**config.mk**
```make
export PLATFORM = sky130hd
export DESIGN_NAME = usb_mch_regs_flat
export DESIGN_NICKNAME = d
export VERILOG_FILES = /design/src/rtl/usb_mch_regs_pkg.sv /design/src/rtl/usb_mch_regs_if.sv /design/src/rtl/usb_mch_slice.sv /design/src/rtl/usb_mch_regs.sv /design/src/flat_wrapper.sv
export SDC_FILE = /design/constraint.sdc
export NUM_CORES = 2
export LEC_CHECK = 0
export ABC_AREA = 1
export BUFFER_PORTS_ARGS = -buffer_cell sky130_fd_sc_hd__buf_4
export CORE_MARGIN = 2
export CORE_UTILIZATION = 43
export CTS_CLUSTER_DIAMETER = 40
export DETAILED_ROUTE_END_ITERATION = 10
export SLEW_MARGIN = 20
export SYNTH_ARGS = -nofsm -noshare
export SYNTH_HDL_FRONTEND = slang
export SYNTH_SLANG_ARGS = --single-unit
```
**constraint.sdc**
```tcl
create_clock -name clk -period 2.1 [get_ports clk]
set_input_delay 0.42 -clock clk [delete_from_list [all_inputs] [get_ports clk]]
set_output_delay 0.42 -clock clk [all_outputs]
set_load 0.1 [all_outputs]
```
**src/rtl/usb_mch_regs_pkg.sv**
```systemverilog
// ============================================================================
//  Module      : usb_mch_regs_pkg
//  Description : Register map, STATUS bit positions and prefetch FSM states
//                shared by the multi-channel USB FIFO register slave.
//  Revision    : 1.0
// ============================================================================
`default_nettype none

package usb_mch_regs_pkg;

    localparam logic [7:0] OFF_WR_MUX   = 8'h00;
    localparam logic [7:0] OFF_WR_DATA  = 8'h04;
    localparam logic [7:0] OFF_WR_BE    = 8'h08;
    localparam logic [7:0] OFF_WR_PUSH  = 8'h0C;
    localparam logic [7:0] OFF_STATUS   = 8'h10;
    localparam logic [7:0] OFF_ATRIG    = 8'h14;
    localparam logic [7:0] OFF_RD_DATA  = 8'h18;
    localparam logic [7:0] OFF_RD_MUX   = 8'h1C;
    localparam logic [7:0] OFF_IRQ_MASK = 8'h20;

    localparam int ST_WR_FULL  = 0;
    localparam int ST_RD_EMPTY = 1;
    localparam int ST_RD_VALID = 2;
    localparam int ST_OVF      = 3;
    localparam int ST_UDF      = 4;

    typedef enum logic [1:0] {
        IDLE  = 2'd0,
        FETCH = 2'd1,
        VALID = 2'd2
    } rd_state_e;

endpackage

`default_nettype wire

```
**src/rtl/usb_mch_regs_if.sv**
```systemverilog
// ============================================================================
//  Module      : usb_mch_regs_if
//  Description : APB3 bus bundle between the host bridge and the register slave.
//  Revision    : 1.0
// ============================================================================
`default_nettype none

interface usb_mch_regs_if #(
    parameter int ADDR_W = 40
) ();
    logic              psel;
    logic              penable;
    logic              pwrite;
    logic [ADDR_W-1:0] paddr;
    logic [31:0]       pwdata;
    logic [31:0]       prdata;
    logic              pready;
    logic              pslverr;

    modport master (
        output psel, penable, pwrite, paddr, pwdata,
        input  prdata, pready, pslverr
    );

    modport slave (
        input  psel, penable, pwrite, paddr, pwdata,
        output prdata, pready, pslverr
    );
endinterface

`default_nettype wire

```
**src/rtl/usb_mch_slice.sv**
```systemverilog
// ============================================================================
//  Module      : usb_mch_slice
//  Description : One channel: staging regs, push timer, read prefetch, sticky flags.
//                IRQ_MASK exists only when USB_MCH_REGS_IRQ_EN is defined.
//  Revision    : 1.0
// ============================================================================
`default_nettype none

module usb_mch_slice
    import usb_mch_regs_pkg::*;
#(
    parameter int CH_STRIDE_LOG2 = 6,
    parameter int TRIG_W         = 32
) (
    input  logic                      clk,
    input  logic                      reset,
    input  logic                      acc_i,
    input  logic                      pwrite_i,
    input  logic [CH_STRIDE_LOG2-1:0] off_i,
    input  logic [31:0]               pwdata_i,
    output logic [31:0]               rdata_o,
    output logic [3:0]                wr_mux_o,
    output logic [31:0]               wr_data_o,
    output logic [3:0]                wr_be_o,
    output logic                      wr_en_o,
    output logic                      wr_push_o,
    input  logic                      wr_full_i,
    output logic [3:0]                rd_mux_o,
    input  logic [31:0]               rd_data_i,
    output logic                      rd_en_o,
    input  logic                      rd_empty_i,
    output logic                      irq_src_o
);
    logic [7:0]        w_off;
    logic              w_wr, w_rd_pop, w_manual, w_auto, w_rd_en;
    logic [3:0]        wr_mux_q, wr_be_cfg_q, wr_be_q, rd_mux_q;
    logic [31:0]       wr_data_q, hold_q;
    logic              wr_en_q, wr_push_q, ovf_q, udf_q;
    logic [TRIG_W-1:0] atrig_q, cnt_q;
    rd_state_e         state_q, state_d;

    assign w_off    = 8'(off_i);
    assign w_wr     = acc_i & pwrite_i;
    assign w_rd_pop = acc_i & ~pwrite_i & (w_off == OFF_RD_DATA);
    assign w_manual = w_wr & (w_off == OFF_WR_PUSH);
    assign w_auto   = (atrig_q != '0) && (cnt_q == atrig_q - TRIG_W'(1));

    always_ff @(posedge clk) begin
        if (reset) begin
            wr_mux_q    <= '0;
            wr_be_cfg_q <= 4'hF;
            wr_be_q     <= '0;
            rd_mux_q    <= '0;
            wr_data_q   <= '0;
            hold_q      <= '0;
            wr_en_q     <= 1'b0;
            wr_push_q   <= 1'b0;
            ovf_q       <= 1'b0;
            udf_q       <= 1'b0;
            atrig_q     <= '0;
            cnt_q       <= '0;
        end else begin
            wr_en_q   <= 1'b0;
            wr_push_q <= w_manual | w_auto;
            if (w_wr && w_off == OFF_WR_MUX) wr_mux_q    <= pwdata_i[3:0];
            if (w_wr && w_off == OFF_WR_BE)  wr_be_cfg_q <= pwdata_i[3:0];
            if (w_wr && w_off == OFF_RD_MUX) rd_mux_q    <= pwdata_i[3:0];
            if (w_wr && w_off == OFF_STATUS) begin
                if (pwdata_i[ST_OVF]) ovf_q <= 1'b0;
                if (pwdata_i[ST_UDF]) udf_q <= 1'b0;
            end
            if (w_wr && w_off == OFF_WR_DATA) begin
                wr_data_q <= pwdata_i;
                wr_be_q   <= wr_be_cfg_q;
                if (wr_full_i) ovf_q   <= 1'b1;
                else           wr_en_q <= 1'b1;
            end
            if (w_rd_pop && state_q != VALID) udf_q <= 1'b1;
            // A manual push coinciding with the auto hit still restarts the period.
            if (w_wr && w_off == OFF_ATRIG) begin
                atrig_q <= pwdata_i[TRIG_W-1:0];
                cnt_q   <= '0;
            end else if (atrig_q == '0 || w_auto) begin
                cnt_q <= '0;
            end else begin
                cnt_q <= cnt_q + TRIG_W'(1);
            end
            if (state_q == FETCH) hold_q <= rd_data_i;
        end
    end

    always_ff @(posedge clk) begin
        if (reset) state_q <= IDLE;
        else       state_q <= state_d;
    end

    always_comb begin
        state_d = state_q;
        w_rd_en = 1'b0;
        case (state_q)
            IDLE: begin
                if (!rd_empty_i) begin
                    state_d = FETCH;
                    w_rd_en = 1'b1;
                end
            end
            FETCH:   state_d = VALID;
            VALID:   if (w_rd_pop) state_d = IDLE;
            default: state_d = IDLE;
        endcase
    end

    // Pop is combinational from IDLE so the word arrives exactly in FETCH.
    assign rd_en_o   = w_rd_en & ~reset;
    assign wr_mux_o  = wr_mux_q;
    assign wr_data_o = wr_data_q;
    assign wr_be_o   = wr_be_q;
    assign wr_en_o   = wr_en_q;
    assign wr_push_o = wr_push_q;
    assign rd_mux_o  = rd_mux_q;

`ifdef USB_MCH_REGS_IRQ_EN
    logic [1:0] mask_q;
    always_ff @(posedge clk) begin
        if (reset)                          mask_q <= '0;
        else if (w_wr && w_off == OFF_IRQ_MASK) mask_q <= pwdata_i[1:0];
    end
    assign irq_src_o = |({udf_q, ovf_q} & mask_q);
`else
    assign irq_src_o = 1'b0;
`endif

    always_comb begin
        rdata_o = '0;
        case (w_off)
            OFF_WR_MUX: rdata_o[3:0] = wr_mux_q;
            OFF_WR_BE:  rdata_o[3:0] = wr_be_cfg_q;
            OFF_STATUS: begin
                rdata_o[ST_WR_FULL]  = wr_full_i;
                rdata_o[ST_RD_EMPTY] = rd_empty_i;
                rdata_o[ST_RD_VALID] = (state_q == VALID);
                rdata_o[ST_OVF]      = ovf_q;
                rdata_o[ST_UDF]      = udf_q;
            end
            OFF_ATRIG:   rdata_o[TRIG_W-1:0] = atrig_q;
            OFF_RD_DATA: if (state_q == VALID) rdata_o = hold_q;
            OFF_RD_MUX:  rdata_o[3:0] = rd_mux_q;
`ifdef USB_MCH_REGS_IRQ_EN
            OFF_IRQ_MASK: rdata_o[1:0] = mask_q;
`endif
            default: ;
        endcase
    end

endmodule

`default_nettype wire

```
**src/rtl/usb_mch_regs.sv**
```systemverilog
// ============================================================================
//  Module      : usb_mch_regs
//  Description : APB3 register slave for NUM_CH USB FIFO channels; channel decode,
//                read mux, slave error and irq (USB_MCH_REGS_IRQ_EN enables irq).
//  Revision    : 1.0
// ============================================================================
`default_nettype none

module usb_mch_regs
    import usb_mch_regs_pkg::*;
#(
    parameter int NUM_CH         = 4,
    parameter int ADDR_W         = 40,
    parameter int CH_STRIDE_LOG2 = 6,
    parameter int TRIG_W         = 32
) (
    input  logic                  clk,
    input  logic                  reset,
    usb_mch_regs_if.slave         apb,
    output logic [4*NUM_CH-1:0]   wr_mux,
    output logic [32*NUM_CH-1:0]  wr_data,
    output logic [4*NUM_CH-1:0]   wr_be,
    output logic [NUM_CH-1:0]     wr_en,
    output logic [NUM_CH-1:0]     wr_push,
    input  logic [NUM_CH-1:0]     wr_full,
    output logic [4*NUM_CH-1:0]   rd_mux,
    input  logic [32*NUM_CH-1:0]  rd_data,
    output logic [NUM_CH-1:0]     rd_en,
    input  logic [NUM_CH-1:0]     rd_empty,
    output logic                  irq
);
    logic [2:0]        w_ch;
    logic              w_acc, w_ch_ok;
    logic [31:0]       w_rdata [NUM_CH];
    logic [NUM_CH-1:0] w_irq_src;

    assign w_ch        = apb.paddr[CH_STRIDE_LOG2 +: 3];
    assign w_acc       = apb.psel & apb.penable;
    assign w_ch_ok     = {1'b0, w_ch} < 4'(NUM_CH);
    assign apb.pready  = 1'b1;
    assign apb.pslverr = w_acc & ~w_ch_ok;

    for (genvar i = 0; i < NUM_CH; i++) begin : g_ch
        usb_mch_slice #(
            .CH_STRIDE_LOG2 (CH_STRIDE_LOG2),
            .TRIG_W         (TRIG_W)
        ) u_slice (
            .clk        (clk),
            .reset      (reset),
            .acc_i      (w_acc && (w_ch == 3'(i))),
            .pwrite_i   (apb.pwrite),
            .off_i      (apb.paddr[CH_STRIDE_LOG2-1:0]),
            .pwdata_i   (apb.pwdata),
            .rdata_o    (w_rdata[i]),
            .wr_mux_o   (wr_mux[4*i +: 4]),
            .wr_data_o  (wr_data[32*i +: 32]),
            .wr_be_o    (wr_be[4*i +: 4]),
            .wr_en_o    (wr_en[i]),
            .wr_push_o  (wr_push[i]),
            .wr_full_i  (wr_full[i]),
            .rd_mux_o   (rd_mux[4*i +: 4]),
            .rd_data_i  (rd_data[32*i +: 32]),
            .rd_en_o    (rd_en[i]),
            .rd_empty_i (rd_empty[i]),
            .irq_src_o  (w_irq_src[i])
        );
    end

    // Out-of-range channels match no slice, so they read back zero.
    always_comb begin
        apb.prdata = '0;
        for (int i = 0; i < NUM_CH; i++) begin
            if (w_ch == 3'(i)) apb.prdata = w_rdata[i];
        end
    end

`ifdef USB_MCH_REGS_IRQ_EN
    logic irq_q;
    always_ff @(posedge clk) begin
        if (reset) irq_q <= 1'b0;
        else       irq_q <= |w_irq_src;
    end
    assign irq = irq_q;
    logic w_unused;
    assign w_unused = ^apb.paddr[ADDR_W-1:CH_STRIDE_LOG2+3];
`else
    assign irq = 1'b0;
    logic w_unused;
    assign w_unused = ^{apb.paddr[ADDR_W-1:CH_STRIDE_LOG2+3], w_irq_src};
`endif

endmodule

`default_nettype wire
```
**src/flat_wrapper.sv**
```systemverilog
// flat-port wrapper written by rule: the top's interface ports become plain ports
module usb_mch_regs_flat import usb_mch_regs_pkg::*;
#(
    parameter int NUM_CH         = 4,
    parameter int ADDR_W         = 40,
    parameter int CH_STRIDE_LOG2 = 6,
    parameter int TRIG_W         = 32
)
  (clk, reset, wr_mux, wr_data, wr_be, wr_en, wr_push, wr_full, rd_mux, rd_data, rd_en, rd_empty, irq, apb_psel, apb_penable, apb_pwrite, apb_paddr, apb_pwdata, apb_prdata, apb_pready, apb_pslverr);
  usb_mch_regs_if #(.ADDR_W(ADDR_W)) apb_i ();
  input  logic clk;
  input  logic reset;
  output logic [4*NUM_CH-1:0] wr_mux;
  output logic [32*NUM_CH-1:0] wr_data;
  output logic [4*NUM_CH-1:0] wr_be;
  output logic [NUM_CH-1:0] wr_en;
  output logic [NUM_CH-1:0] wr_push;
  input  logic [NUM_CH-1:0] wr_full;
  output logic [4*NUM_CH-1:0] rd_mux;
  input  logic [32*NUM_CH-1:0] rd_data;
  output logic [NUM_CH-1:0] rd_en;
  input  logic [NUM_CH-1:0] rd_empty;
  output logic irq;
  input wire logic [$bits(apb_i.psel)-1:0] apb_psel;
  input wire logic [$bits(apb_i.penable)-1:0] apb_penable;
  input wire logic [$bits(apb_i.pwrite)-1:0] apb_pwrite;
  input wire logic [$bits(apb_i.paddr)-1:0] apb_paddr;
  input wire logic [$bits(apb_i.pwdata)-1:0] apb_pwdata;
  output wire logic [$bits(apb_i.prdata)-1:0] apb_prdata;
  output wire logic [$bits(apb_i.pready)-1:0] apb_pready;
  output wire logic [$bits(apb_i.pslverr)-1:0] apb_pslverr;
  assign apb_i.psel = apb_psel;
  assign apb_i.penable = apb_penable;
  assign apb_i.pwrite = apb_pwrite;
  assign apb_i.paddr = apb_paddr;
  assign apb_i.pwdata = apb_pwdata;
  assign apb_prdata = apb_i.prdata;
  assign apb_pready = apb_i.pready;
  assign apb_pslverr = apb_i.pslverr;
  usb_mch_regs #(.NUM_CH(NUM_CH), .ADDR_W(ADDR_W), .CH_STRIDE_LOG2(CH_STRIDE_LOG2), .TRIG_W(TRIG_W)) u_core (.clk(clk), .reset(reset), .apb(apb_i), .wr_mux(wr_mux), .wr_data(wr_data), .wr_be(wr_be), .wr_en(wr_en), .wr_push(wr_push), .wr_full(wr_full), .rd_mux(rd_mux), .rd_data(rd_data), .rd_en(rd_en), .rd_empty(rd_empty), .irq(irq));
endmodule
```
==> impl_metrics.yaml <==
status:
  status: "finished, violations left"
  violations: "negative setup slack"
clock_network:
  clockRootBuffer: "clkbuf_16"
  cts_buffers: 99
  h-tree-depth: 3
  cts_sinks: 600
  clock_latency_ps: 660
  tritoncts: "built"
  clk_pin_slew_ps: 60
  cts_buffer_depth: 3
sta:
  clock_skew_ps: 20.3
  slew_headroom_pct: 49.9
  final_hold_viol_count: 0
  clock.fmax_mhz: 362
  fin_ws_ps: -662
  post-route-period-util_pct: 132
  fin_crit_ps: 2760
  worst_pin_slew_ps: 750
  setup_tns_ps: -41830
  setup_viol_count_final: 166
  maxSlewViolCount: 0
  rsz0062_at_grt: "yes"
detailed_routing:
  first_iter_violations: 3548
  num_vias: 35700
  dr.pass1.iters: 9
  ant_nets: 0
  drc: 0
  viasPerCell: 5.32
  wl_per_cell_um: 21.7
  wl_mm: 145
setup_path:
  r2r_end: "u_core.g_ch[0].u_slice.cnt_q[16]$_SDFF_PP0_"
  worst-r2r-setup-slack_ps: -280
  crit_family: "buffers and inverters"
  slowest_stage: "nand4_1"
  cp-start-kind: "flop"
  crit_top_cell: "buf_12"
  crit_chain: "inv_2 > nor2_4 > nand2_2 > clkinv_4 > buf_12 > buf_4 > nand2_4 > o21ai_2 > nand2_1 > nand4_1 > buf_12"
  cp-end-kind: "primary output"
  worst_r2r_path_depth: 17
  cp_max_fo: 6
  r2r-start: "u_core.g_ch[0].u_slice.atrig_q[1]$_SDFFE_PP0P_"
  slowest_delay_ps: 330
  critPathKind: "reg2out"
  cp_data_required_time_ps: 1680
  worst_ep_arrival_time_ps: 2340
  cp_num_buf_inv: 5
die:
  rows: 99
  die_h_um: 275
  initial_utilization_pct: 43.4
  die_area_mm2: 0.0755
  coreArea_mm2: 0.0727
  die_w_um: 275
  pin_count: 436
grt:
  antenna_found_initial: 13
  grt_pass1_vias: 32800
  track_usage_pct: 36.8
  grt_first_pass_wirelength_mm: 208
  grt_max_degree: 56
  grt.overflow.total: 0
hold_path:
  hold_class: "in2reg"
  hold-path-endpoint: "u_core.g_ch[1].u_slice.hold_q[16]$_SDFFE_PP0N_"
  worstHoldStart: "rd_data[48]"
  whs_path_depth: 3
power:
  powerDensity_mw_per_mm2: 686
  p_leak_nw: 20.8
  ir_drop_mv: 0.609
placement:
  dpl-instance-area_mm2: 0.0392
  globalplace.congestion: 0.978
  dp.cells: 6398
  post-dp-hpwl_mm: 109
  numPortBuffers: 402
  dpl_worst_slack_ps: -595
cells_and_area:
  final_cells: 6699
  area_growth_pct: 46.9
  post-route-util_pct: 63.7
  fin_area_mm2: 0.0463
  fin_nets: 5870
  drive_gt1_share_pct: 29.0
  fillers: 6574
synth:
  ys_ff_latch: 600
  async_flop_share_pct: 0
  syn_inst: 4771
  synthesis.area_mm2: 0.0315
  yosysUniqueCellTypes: 54
  synth_edf_count: 0
  syn_nets: 4992
  ys_warn_count: 0
  synthFlopType: "dfxtp_1"
  ys_seq_area_share_pct: 38.1
  synth.avg_cell_area_um2: 6.61
flow_run:
  max_cap_viol_count: 0
[cells in the mapped netlist (3+ instances only)]
cell type	count	area [µm²]
xor2_1	139	1220
a32oi_1	3	26.3
a22o_1	4	35.0
a22oi_1	16	120
nand2_1	825	3100
o2111ai_1	3	26.3
a31oi_1	6	37.5
nor3_2	4	40.0
o21ai_1	10	50.1
o21ai_0	582	2910
o211ai_1	8	60.1
inv_1	449	1690
xnor2_1	97	850
o22ai_1	4	25.0
nand4_1	107	669
o21bai_1	6	45.0
and2_1	4	25.0
a21oi_1	162	811
buf_4	19	143
clkbuf_1	179	672
nor2_4	15	169
inv_2	19	71.3
dfxtp_1	600	12000
buf_6	9	101
ha_1	8	100
nor2_2	72	450
nand3b_1	24	180
clkinv_1	4	15.0
nor2_1	1051	3950
o31ai_1	5	37.5
nor4_1	16	100
nand2_4	4	45.0
nor3_1	41	205
buf_2	16	80.1
nand3_1	213	1070
nand2_2	17	106
nand3_2	8	80.1
[report_power, final]
group          internal [mW]  total (mW)  switching [mW]
clock network           11.1        17.7            6.63
registers               11.6        11.9           0.319
logic                  0.796        2.08            1.28
total                   23.5        31.7            8.23
[sequential cells by signal, indices dropped and copies added, names as in the netlist]
| name | cells |
|---|---|
| u_core.g_ch.u_slice.atrig_q | 128 |
| u_core.g_ch.u_slice.cnt_q | 128 |
| u_core.g_ch.u_slice.hold_q | 128 |
| u_core.g_ch.u_slice.ovf_q | 4 |
| u_core.g_ch.u_slice.rd_mux_o | 16 |
| u_core.g_ch.u_slice.state_q | 8 |
| u_core.g_ch.u_slice.udf_q | 4 |
| u_core.g_ch.u_slice.wr_be_cfg_q | 16 |
| u_core.g_ch.u_slice.wr_be_o | 16 |
| u_core.g_ch.u_slice.wr_data_o | 128 |
| u_core.g_ch.u_slice.wr_en_o | 4 |
| u_core.g_ch.u_slice.wr_mux_o | 16 |
| u_core.g_ch.u_slice.wr_push_o | 4 |
[placed cells by master (no fill, tap or decap), types with 97 or more instances in the layout]
cell	synthesis	routed
dfxtp_1	600	572
inv_1	449	421
o21ai_0	582	512
xnor2_1	97	97
buf_4	19	820
nor2_1	1051	910
nand4_1	107	107
xor2_1	139	138
a21oi_1	162	157
nand2_1	825	759
nor2_2	72	159
clkbuf_16	0	115
nand3_1	213	180
[layer usage]
layer | routed length, µm | part of all wire, % | up-vias | global-route usage [%]
li1 | - | - | 17100 | -
met1 | 58900 | 41 | 16500 | 47.2
met2 | 63600 | 44 | 1729 | 57.9
met3 | 14000 | 9.7 | 358 | 8.28
met4 | 8630 | 5.9 | 4 | 19.4
met5 | 26 | 0.018 | - | 0
[layout make-up]
type                    instances  area (µm²)  area share (%)
repair buffers               1005        9300            20.1
inverters                     472        1820            3.94
clock inverters                75        1040            2.25
diodes                          6        15.0          0.0324
clock buffers                 111        2590            5.60
well taps                     959        1200            2.59
multi-input cells            3471       18300            39.5
flip-flops and latches        600       12000            26.0
[through the flow]
stage	hold slack [ps]	power [mW]
3_5_place_dp	463	13.9
5_1_grt	20.0	32.5
6_report	20.4	31.7
2_1_floorplan	420	12.7
3_3_place_gp	459	13.9
4_1_cts	0.122	31.7
[logic make-up after synthesis]
group	count (synthesis)	synth area share, %
AO/OA/AOI/OAI	816	13.5
adder cells (fa/ha/maj)	8	0.318
flip-flops	600	38.1
other	2	0.0238
XOR/XNOR	237	6.61
buffers and inverters	700	8.94
AND/OR/NAND/NOR	2408	32.5
[worst reg2reg max path: stages, from the launching register on]
cell and delay (ps):
dfxtp_2 330, inv_2 90, ha_4 150, nand3_4 110, nor2_4 280, buf_12 150
nand3_4 80, buf_6 140, nand2_2 50, nand2_2 40, nor2_1 80, nand2_1 90
nor2_4 150, nand3_4 110, nand2_8 120, buf_12 110, clkbuf_16 150, nor2_2 30
[repair_timing]
item | in CTS | in global routing
buffers inserted | 29 | 43
hold buffers | 24 | 0
pin swaps | 84 | 138
hold endpoints to repair | 24 | 0
gates cloned | 7 | 18
endpoints found under the setup margin | 167 | 168
gates resized for setup | 268 | 373
[worst max path at each step]
stage	slack (ps)	to	startpoint	cells past startpoint
final	-660	apb_prdata[9]	u_core.g_ch[3].u_slice.state_q[1]$_SDFFE_PP0P_	11
after global routing	-710	apb_prdata[18]	u_core.g_ch[2].u_slice.state_q[1]$_SDFFE_PP0P_	11
after CTS	-630	apb_prdata[18]	u_core.g_ch[3].u_slice.state_q[1]$_SDFFE_PP0P_	11
after detailed placement	-590	apb_prdata[3]	apb_paddr[1]	13
after global placement	-590	apb_prdata[2]	apb_paddr[1]	11
after floorplan	-540	apb_prdata[2]	apb_paddr[5]	11
No activity file was read; power rests on OpenSTA's default activity.
